`config.mk`:
```
export PLATFORM = sky130hd
export DESIGN_NAME = mat_vec_loader
export DESIGN_NICKNAME = d
export VERILOG_FILES = /design/src/rtl/mv_pkg.sv /design/src/rtl/mat_vec_loader.sv
export SDC_FILE = /design/constraint.sdc
export NUM_CORES = 1
export LEC_CHECK = 0
export ABC_CLOCK_PERIOD_IN_PS = 2700
export CELL_PAD_IN_SITES_DETAIL_PLACEMENT = 1
export CELL_PAD_IN_SITES_GLOBAL_PLACEMENT = 1
export CORE_MARGIN = 2
export CORE_UTILIZATION = 33
export DETAILED_ROUTE_END_ITERATION = 12
export PLACE_DENSITY = 0.73
export SLEW_MARGIN = 20
export SYNTH_ARGS = -nofsm -noshare
export SYNTH_HDL_FRONTEND = slang
export SYNTH_SLANG_ARGS = --single-unit
```
`constraint.sdc`:
```
create_clock -name clk -period 2.7 [get_ports clk]
set_input_delay 0.405 -clock clk [delete_from_list [all_inputs] [get_ports clk]]
set_output_delay 0.405 -clock clk [all_outputs]
set_load 0.05 [all_outputs]
```
`src/rtl/mv_pkg.sv`:
```
// Shared definitions for the matrix-vector operand path: element width,
// matrix dimension, frame length and the loader state encoding.
package mv_pkg;
  localparam int DW    = 7;
  localparam int N     = 4;
  localparam int NELEM = N * N + N;

  typedef enum logic [1:0] {
    LOAD    = 2'd0,
    PRESENT = 2'd1,
    HOLD    = 2'd2
  } state_t;
endpackage

```
`src/rtl/mat_vec_loader.sv`:
```
// Collects a streamed N x N matrix plus N-vector, presents it to the multiplier
// and holds it steady until the multiplier reports completion.
module mat_vec_loader
  import mv_pkg::*;
#(
  parameter int DW = mv_pkg::DW,
  parameter int N  = mv_pkg::N
) (
  input  logic              clk,
  input  logic              rst,
  input  logic              in_valid,
  input  logic [DW-1:0]     in_data,
  input  logic              in_last,
  output logic              in_ready,
  output logic [N*N*DW-1:0] a_flat,
  output logic [N*DW-1:0]   b_flat,
  output logic              out_valid,
  input  logic              out_ready,
  input  logic              mul_done,
  output logic              frame_err,
  output logic              busy
);
  localparam int NE = N * N + N;
  localparam int IW = $clog2(NE);
  localparam logic [IW-1:0] LAST_IDX = IW'(NE - 1);

  state_t           state;
  logic [IW-1:0]    idx;
  logic [NE*DW-1:0] data_q;
  logic             accept;
  logic             idx_last;

  assign in_ready = (state == LOAD) && !rst;
  assign accept   = in_valid && in_ready;
  assign idx_last = (idx == LAST_IDX);

  // Matrix occupies the low N*N slots in row-major order, vector the top N.
  assign a_flat = data_q[N*N*DW-1:0];
  assign b_flat = data_q[NE*DW-1:N*N*DW];

  always_ff @(posedge clk) begin
    if (rst) begin
      state     <= LOAD;
      idx       <= '0;
      data_q    <= '0;
      out_valid <= 1'b0;
      frame_err <= 1'b0;
      busy      <= 1'b0;
    end else begin
      frame_err <= 1'b0;
      case (state)
        LOAD: begin
          if (accept) begin
            data_q[int'(idx)*DW +: DW] <= in_data;
            if (idx_last && in_last) begin
              idx       <= '0;
              state     <= PRESENT;
              out_valid <= 1'b1;
              busy      <= 1'b1;
            end else if (idx_last || in_last) begin
              // Length mismatch: drop the frame; storage keeps whatever was written.
              idx       <= '0;
              frame_err <= 1'b1;
            end else begin
              idx <= idx + 1'b1;
            end
          end
        end
        PRESENT: begin
          if (out_ready) begin
            state     <= HOLD;
            out_valid <= 1'b0;
          end
        end
        HOLD: begin
          if (mul_done) begin
            state <= LOAD;
            busy  <= 1'b0;
          end
        end
        default: begin
          state     <= LOAD;
          idx       <= '0;
          out_valid <= 1'b0;
          busy      <= 1'b0;
        end
      endcase
    end
  end
endmodule

```
[After elaboration in Yosys (flattened, before gate mapping)]
Index checks and enable logic that the tools add are counted.
Storage, ports and cells
  register bits after elaboration: 150
  bits of input ports: 13
  output and inout bits: 144
  logic and storage cells: 53
Cells by class
  add/sub/neg operators: 2
  multiply operators: 1
  equal/unequal tests: 7
  shift operators: 2
  muxes and demuxes: 17
  bitwise operators: 5
  reduce and logical (&&, ||, !) cells: 13
Operator list (number)
  $bwmux W140: 1
  $shift A7 B33 Y140 const A: 1
  $shiftx A7 B33 Y140: 1
  $neg A8 Y33: 1
  $mux W5: 3
  $reduce_and A4 Y1: 3
  $pmux W5 S2: 1
  $mul A5 B3 Y8 const B: 1
  $mux W2: 4
  $ne A2 B2 Y1 const B: 3
  $pmux W1 S3: 2
  $pmux W2 S3: 1
  $add A5 B1 Y5 const B: 1
  $eq A5 B5 Y1 const B: 1
  $mux W1: 5
  $not A1 Y1: 5
  $reduce_and A2 Y1: 2
  $reduce_or A4 Y1: 1
  $logic_and A1 B1 Y1: 3
  $eq A2 B1 Y1 const B: 1
  $eq A2 B2 Y1 const B: 1
  $logic_not A2 Y1: 1
  $ne A2 B1 Y1 const B: 1
  $reduce_or A2 Y1: 1
  other kinds (2): 2

[Longest topological paths before layout]
Gate-level depths: netlist (run 1).
  depth in word-level cells: 6
  gate-level depth with buffers: 10
  mapped depth without buffers: 6

[Worst setup path before layout (run 1)]
OpenSTA, ideal clock, no wires.
  kind: flip-flop to flip-flop
  start point: register state[0]
  end point: register data_q[10]
  library setup time: 0.073 ns
  arrival: 2.510 ns
  required time: 2.627 ns
  path slack: 0.117 ns
  stages on the path, launching flop included: 8
  buffers on the path: 1
  period minus slack after synthesis: 2.583 ns
  cell sequence: dfxtp_1 inv_1 ha_1 buf_2 nor2b_1 nand4_1 a31oi_2 mux2i_1
On the way
  cells in the longest elaborated chain, start to end: 4
RTL lines
  start: declaration: RTL line mat_vec_loader.sv:27  | state_t state;
  start signal: assignment: RTL line mat_vec_loader.sv:43  | state <= LOAD;
  start signal: assignment: RTL line mat_vec_loader.sv:57  | state <= PRESENT;
  start signal: assignment: RTL line mat_vec_loader.sv:71  | state <= HOLD;
  $logic_not A2 Y1: RTL line mat_vec_loader.sv:33  | assign in_ready = (state == LOAD) && !rst;
  $logic_and A1 B1 Y1: RTL line mat_vec_loader.sv:33
  via in_ready: RTL line mat_vec_loader.sv:14  | output logic in_ready,
  $logic_and A1 B1 Y1: RTL line mat_vec_loader.sv:34  | assign accept = in_valid && in_ready;
  $reduce_and A2 Y1 (no source line)
  end signal: indexed assignment: RTL line mat_vec_loader.sv:54  | data_q[int'(idx)*DW +: DW] <= in_data;
  end: declaration: RTL line mat_vec_loader.sv:29  | logic [NE*DW-1:0] data_q;
The timed path passes the listed nets, and every way through them passes these cells.
A chain may end at the register's enable or synchronous reset.

[Final worst setup path (run 1)]
  start point: register idx[0]
  end point: register data_q[20]
On the way
  cells in the longest elaborated chain, start to end: 4
  elaborated cells between the ends (all ways): 5
  those cells by class: 1 x add/sub; 1 x mul; 2 x shift; 1 x mux
RTL lines
  start: declaration: RTL line mat_vec_loader.sv:28  | logic [IW-1:0] idx;
  start signal: assignment: RTL line mat_vec_loader.sv:65  | idx <= idx + 1'b1;
  $mul A5 B3 Y8 (*): RTL line mat_vec_loader.sv:54
  $neg A8 Y33 (*): RTL line mat_vec_loader.sv:54
  $shiftx A7 B33 Y140 or $shift A7 B33 Y140 (tied branches): RTL line mat_vec_loader.sv:54
  $bwmux W140 (*): RTL line mat_vec_loader.sv:54
Mark *: on every way between the ends. The rest lies on a longest branch, timed or not.

==> flow_metrics.env, run 1 <==
export IMPL_switchingPower_w=0.00117
export IMPL_cts_hold_buffers=0
export IMPL_clock_sinks=150
export IMPL_rsz0062_at_grt="false"
export IMPL_synth_edff_count=0
export IMPL_cts_setup_buffers=0
export IMPL_grt_pass1_vias=5389
export IMPL_clkPwrFrac_pct=50.2
export IMPL_overflow=0
export IMPL_critPathRequiredTime_ns=3.05
export IMPL_finalCritPeriodShare_pct=92.3
export IMPL_synth_top_family_by_area="multiplexers"
export IMPL_cts_inserted_buffers=17
export IMPL_dieArea_um2=19600
export IMPL_drv_cap=0
export IMPL_synth_largest_area_cell="dfxtp_1"
export IMPL_place_congestion=0.857
export IMPL_synth_compound_area_share_pct=6.41
export IMPL_yosys_area_share_simple_pct=15.3
export IMPL_r2r_start="idx[0]"
export IMPL_ys_types=47
export IMPL_p_per_area_nw_per_um2=570
export IMPL_crit_fanout=9
export IMPL_hold_path_startpoint="data_q[132]"
export IMPL_die_h_um=140
export IMPL_antenna_cells=0
export IMPL_path_class="reg -> reg"
export IMPL_ys_ff_latch=150
export IMPL_end_kind="register"
export IMPL_cts_resized=0
export IMPL_p_sw_share_pct=24.0
export IMPL_layout_common_cells="nand2_1 (163), clkdlybuf4s50_1 (155), dfxtp_1 (150), mux2i_1 (143), buf_4 (19)"
export IMPL_p_leak_nw=3.60
export IMPL_synth_warnings=0
export IMPL_remaining_drc_errors=0
export IMPL_ant_nets=0
export IMPL_h_tree_depth=4
export IMPL_fin_setup_tns_ns=0
export IMPL_skew_ns=0.0112
export IMPL_reg2reg_slack_ns=0.21
export IMPL_drt_iter0_markers=170
export IMPL_synth_area_um2=6090
export IMPL_synthCells=612
export IMPL_vias=5018
export IMPL_max_stage_delay_ns=0.82
export IMPL_cts_tree="built"
export IMPL_internal_power_w=0.00372
export IMPL_hold_path_class="reg -> reg"
export IMPL_ys_top_cells_by_area="dfxtp_1 (49%), mux2i_1 (24%), nand2_1 (10%), ha_1 (1.8%), clkbuf_1 (1.3%)"
export IMPL_synth_xor_area_share_pct=0.575
export IMPL_clk_latency_ns=0.43
export IMPL_synth_fp_nets=634
export IMPL_path_cells="inv_1, ha_1, o21ba_2, o21a_1, o31ai_2, mux2i_1"
export IMPL_vdd_drop_max_mv=0.414
export IMPL_p_comb_share_pct=4.4
export IMPL_ios=157
export IMPL_core_area_um2=18000
export IMPL_clk_pin_slew_ns=0.07
export IMPL_final_hold_violation_count=0
export IMPL_layout_commonest_cell="nand2_1"
export IMPL_grt_pass1_wl_um=30300
export IMPL_crit_path_start_kind="register"
export IMPL_crit_arrival_ns=2.84
export IMPL_portBuffers=156
export IMPL_syn_to_final_growth_pct=41.0
export IMPL_initial_core_util_pct=33.8
export IMPL_slowest_stage="o31ai_2"
export IMPL_yosysSeqAreaShare_pct=49.3
export IMPL_syn_avg_cell_area_um2=9.95
export IMPL_relSlewSlack_pct=34.3
export IMPL_drv_slew=0
export IMPL_tightest_slew_ns=0.979
export IMPL_viasPerCell=4.94
export IMPL_r2r_cells=6
export IMPL_cts_buffer_depth=2
export IMPL_grt_max_degree=86
export IMPL_hold_end="data_q[132]"
export IMPL_fmax_ghz=0.401
export IMPL_critPathBufInv=1
export IMPL_synth_mux_area_share_pct=23.5
export IMPL_yosysTopAreaCellShare_pct=49.3
export IMPL_grt_total_usage_pct=20.0
export IMPL_wl_um=19200
export IMPL_setup_violations=0
export IMPL_hold_depth=2
export IMPL_power_frac_seq_pct=45.4
export IMPL_cts_root_buf="clkbuf_16"
export IMPL_ys_async_sr_fraction_pct=0
export IMPL_synthFlopType="dfxtp_1"
export IMPL_rows=49
export IMPL_drt_wirelength_per_cell_um=19.0
export IMPL_fin_util_pct=47.7
export IMPL_antenna_found_initial=0
export IMPL_post_dp_hpwl_um=14000
export IMPL_synthAdderAreaFrac_pct=1.85
export IMPL_die_x_um=140
export IMPL_drtPass1Iterations=4
export IMPL_critPathTopFamily="compound AO/OA/AOI/OAI gates"
export IMPL_fin_nets=795
export IMPL_drive_above_1_share_pct=9.80
export IMPL_worstReg2RegEnd="data_q[20]"
export IMPL_layout_min_cycle_time_ns=2.49
export IMPL_status="complete, no violations"
## final cells by class
| class | instances | area [µm²] |
|---|---|---|
| Clock inverter | 13 | 163 |
| Inverter | 11 | 43.8 |
| Tap cell | 229 | 287 |
| Sequential cell | 150 | 3000 |
| Timing Repair Buffer | 176 | 1730 |
| Clock buffer | 19 | 453 |
| Fill cell | 2016 | 9430 |
| Multi-Input combinational cell | 417 | 2910 |
## power groups by stage
stage	Clock, W	Sequential (W)	Combinational (W)
floorplan	0	0.00229	0.000102
global placement	0	0.00227	0.000211
finish	0.00246	0.00222	0.000215
CTS	0.00251	0.00222	0.000217
detailed placement	0	0.00227	0.000216
global route	0.00262	0.00222	0.000231
## tightest hold or removal path, cell delays in order, from the launching register on
cell	delay (ns)
dfxtp_1	0.31
nand2_1	0.05
mux2i_1	0.06
## synthesized netlist by cell type, types with 4 or more instances
library cell,n
a21oi_1,5
buf_1,4
buf_2,7
clkbuf_1,21
dfxtp_1,150
ha_1,9
inv_1,11
mux2i_1,143
nand2_1,163
nor2_1,17
nor3_1,4
nor4_1,6
o21ai_0,4
o21ai_2,4
o31ai_2,4
## sequential cells by signal (all words and copies together), names as in the netlist
| signal | count |
|---|---|
| frame_err | 1 |
| state | 2 |
| data_q | 140 |
| idx | 5 |
| busy | 1 |
| out_valid | 1 |
## cell families after synthesis
group | after synthesis
compound gates | 42
flops | 150
simple gates | 219
buf+inv | 45
fa+ha+maj | 9
mux | 143
xor+xnor | 4
## worst max path at each step
stage                  start    endpoint  slack (ns)  cells past startpoint
finish                idx[0]  data_q[20]        0.21                      6
global route          idx[0]  data_q[19]        0.06                      6
global placement    in_valid  data_q[58]        0.30                      5
CTS                   idx[0]  data_q[20]        0.21                      6
detailed placement  in_valid  data_q[40]        0.19                      5
floorplan           state[0]  data_q[10]        0.12                      7
## metrics by stage
stage	setup WS, ns	power, W	cells	cell area, µm²	hold WS, ns
finish	0.208	0.00490	1015	8590	0.462
global route	0.0642	0.00507	1015	8590	0.481
CTS	0.215	0.00495	1015	8590	0.464
detailed placement	0.192	0.00249	983	7980	0.454
global placement	0.296	0.00248	983	7980	0.445
floorplan	0.117	0.00240	612	6090	0.451
## metal layers
| metal | vias to the layer above | part of all wire, % | GRT usage, % |
|---|---|---|---|
| li1 | 2403 | - | - |
| met1 | 2476 | 46 | 24.9 |
| met2 | 119 | 47 | 33.2 |
| met3 | 20 | 5.4 | 5.92 |
| met4 | 0 | 1.5 | 6.47 |
| met5 | - | 0 | 0 |
No activity file was read; power rests on OpenSTA's default activity.
==> run 2, diff against run 1 <==
--- a/config.mk
+++ b/config.mk
@@ -5,13 +5,13 @@
 export SDC_FILE = /design/constraint.sdc
 export NUM_CORES = 1
 export LEC_CHECK = 0
-export ABC_CLOCK_PERIOD_IN_PS = 2700
+export ABC_CLOCK_PERIOD_IN_PS = 2600
 export CELL_PAD_IN_SITES_DETAIL_PLACEMENT = 1
 export CELL_PAD_IN_SITES_GLOBAL_PLACEMENT = 1
 export CORE_MARGIN = 2
-export CORE_UTILIZATION = 33
+export CORE_UTILIZATION = 37
 export DETAILED_ROUTE_END_ITERATION = 12
-export PLACE_DENSITY = 0.73
+export PLACE_DENSITY = 0.78
 export SLEW_MARGIN = 20
 export SYNTH_ARGS = -nofsm -noshare
 export SYNTH_HDL_FRONTEND = slang
==> constraint.sdc (replaced) <==
create_clock -name clk -period 2.6 [get_ports clk]
set_input_delay 0.39 -clock clk [delete_from_list [all_inputs] [get_ports clk]]
set_output_delay 0.39 -clock clk [all_outputs]
set_load 0.05 [all_outputs]
==> flow_metrics.env, run 2 (same netlist as run 1, synthesis figures left out) <==
export IMPL_tightest_slew_ns=0.982
export IMPL_fmax_ghz=0.409
export IMPL_core_area_um2=16000
export IMPL_drv_cap=0
export IMPL_layout_common_cells="nand2_1 (163), clkdlybuf4s50_1 (155), dfxtp_1 (150), mux2i_1 (143), buf_4 (27)"
export IMPL_drtPass1Iterations=4
export IMPL_layout_min_cycle_time_ns=2.44
export IMPL_die_x_um=132
export IMPL_post_dp_hpwl_um=13900
export IMPL_path_class="reg -> reg"
export IMPL_p_per_area_nw_per_um2=559
export IMPL_portBuffers=156
export IMPL_remaining_drc_errors=0
export IMPL_clk_latency_ns=0.42
export IMPL_place_congestion=0.879
export IMPL_viasPerCell=5.01
export IMPL_final_hold_violation_count=0
export IMPL_cts_resized=0
export IMPL_dieArea_um2=17500
export IMPL_vias=5053
export IMPL_routed_wl_met2_um=9410
export IMPL_drt_iter0_markers=201
export IMPL_grt_total_usage_pct=22.1
export IMPL_cts_setup_buffers=0
export IMPL_crit_fanout=9
export IMPL_clkPwrFrac_pct=47.1
export IMPL_drv_slew=0
export IMPL_layout_commonest_cell="nand2_1"
export IMPL_p_leak_nw=3.59
export IMPL_p_comb_share_pct=4.6
export IMPL_overflow=0
export IMPL_antenna_cells=0
export IMPL_relSlewSlack_pct=34.4
export IMPL_ios=157
export IMPL_die_h_um=132
export IMPL_nFillCells=1776
export IMPL_final_area_um2=8550
export IMPL_ant_nets=0
export IMPL_wl_um=19100
export IMPL_crit_arrival_ns=2.79
export IMPL_drive_above_1_share_pct=10.2
export IMPL_setup_violations=0
export IMPL_vdd_drop_max_mv=0.436
export IMPL_h_tree_depth=4
export IMPL_critPathRequiredTime_ns=2.95
export IMPL_finalCritPeriodShare_pct=94.0
export IMPL_dr_max_layer_used="met4"
export IMPL_grt_max_degree=64
export IMPL_wl_met3_um=1230
export IMPL_cts_inserted_buffers=17
export IMPL_hold_path_class="reg -> reg"
export IMPL_place_area_um2=8000
export IMPL_dp_cells=977
export IMPL_cts_root_buf="clkbuf_16"
export IMPL_switchingPower_w=0.00113
export IMPL_largest_reg_flops=140
export IMPL_end_kind="register"
export IMPL_power_frac_seq_pct=48.3
export IMPL_rsz0062_at_grt="true"
export IMPL_fin_hold_ws_ns=0.458
export IMPL_fin_setup_tns_ns=0
export IMPL_largestRegisters="data_q (140), idx (5), state (2)"
export IMPL_cts_buffer_depth=2
export IMPL_internal_power_w=0.00365
export IMPL_skew_ns=0.00935
export IMPL_p_total_w=0.00478
export IMPL_crit_path_start_kind="register"
export IMPL_antenna_found_initial=0
export IMPL_cts_tree="built"
export IMPL_grt_pass1_wl_um=30400
export IMPL_rows=46
export IMPL_drt_wirelength_per_cell_um=18.9
export IMPL_clock_sinks=150
export IMPL_cts_hold_buffers=0
export IMPL_grt_pass1_vias=5538
export IMPL_syn_to_final_growth_pct=40.3
export IMPL_top_register="data_q"
export IMPL_wl_met1_um=8230
export IMPL_initial_core_util_pct=38.1
export IMPL_fin_nets=802
export IMPL_clk_pin_slew_ns=0.06
export IMPL_p_sw_share_pct=23.7
export IMPL_stdcell_count=1008
export IMPL_status="complete, no violations"
[run 2: cell types whose count changed in the layout (fill, tap and decap cells not counted), sizes merged]
cell | before | now
buf | 21 | 28
clkbuf | 19 | 22
clkinv | 3 | 4
bufinv | 2 | 0
inv | 16 | 13
[run 2: worst paths after layout]
kind / slack (ns) / to / cells after the start / startpoint
worst max-delay path: 0.16 / data_q[17] / 6 / idx[0]
worst min-delay path: 0.46 / data_q[38] / 2 / data_q[38]
worst max register to register: 0.16 / data_q[17] / 6 / idx[0]
worst min register to register: 0.46 / data_q[38] / 2 / data_q[38]
[run 2: final cells by class]
type | count | area (µm²) | share of cell area (%)
Clock buffer | 22 | 464 | 5.43
Clock inverter | 9 | 71.3 | 0.834
Inverter | 11 | 43.8 | 0.512
Multi-Input combinational cell | 417 | 2920 | 34.2
Sequential cell | 150 | 3000 | 35.1
Tap cell | 216 | 270 | 3.16
Timing Repair Buffer | 183 | 1770 | 20.8
[run 2: power by group through the flow]
stage	clock network (W)	registers, W	logic (W)
after floorplan	0	0.00238	0.000106
after global placement	0	0.00236	0.000217
after detailed placement	0	0.00236	0.000223
after CTS	0.00230	0.00231	0.000224
after global routing	0.00239	0.00231	0.000239
final	0.00225	0.00231	0.000222
[run 2: through the flow]
stage | utilization, % | worst slack [ns]
5_1_grt | 53.4 | 0.00559
6_report | 53.4 | 0.156
3_3_place_gp | 50.0 | 0.177
3_5_place_dp | 50.0 | 0.0311
2_1_floorplan | - | 0.0171
4_1_cts | 53.3 | 0.00247
[run 2: critical path, stage by stage (launching register included)]
cell and delay, ns:
dfxtp_1 0.31, inv_1 0.13, ha_1 0.37, o21ba_2 0.22
o21a_1 0.29, o31ai_2 0.78, mux2i_1 0.28
[run 2: layer usage]
metal	vias to the layer above	GRT usage, %
met5	-	0
met4	0	6.81
met3	19	6.73
met2	136	38.5
met1	2480	26.2
li1	2418	-
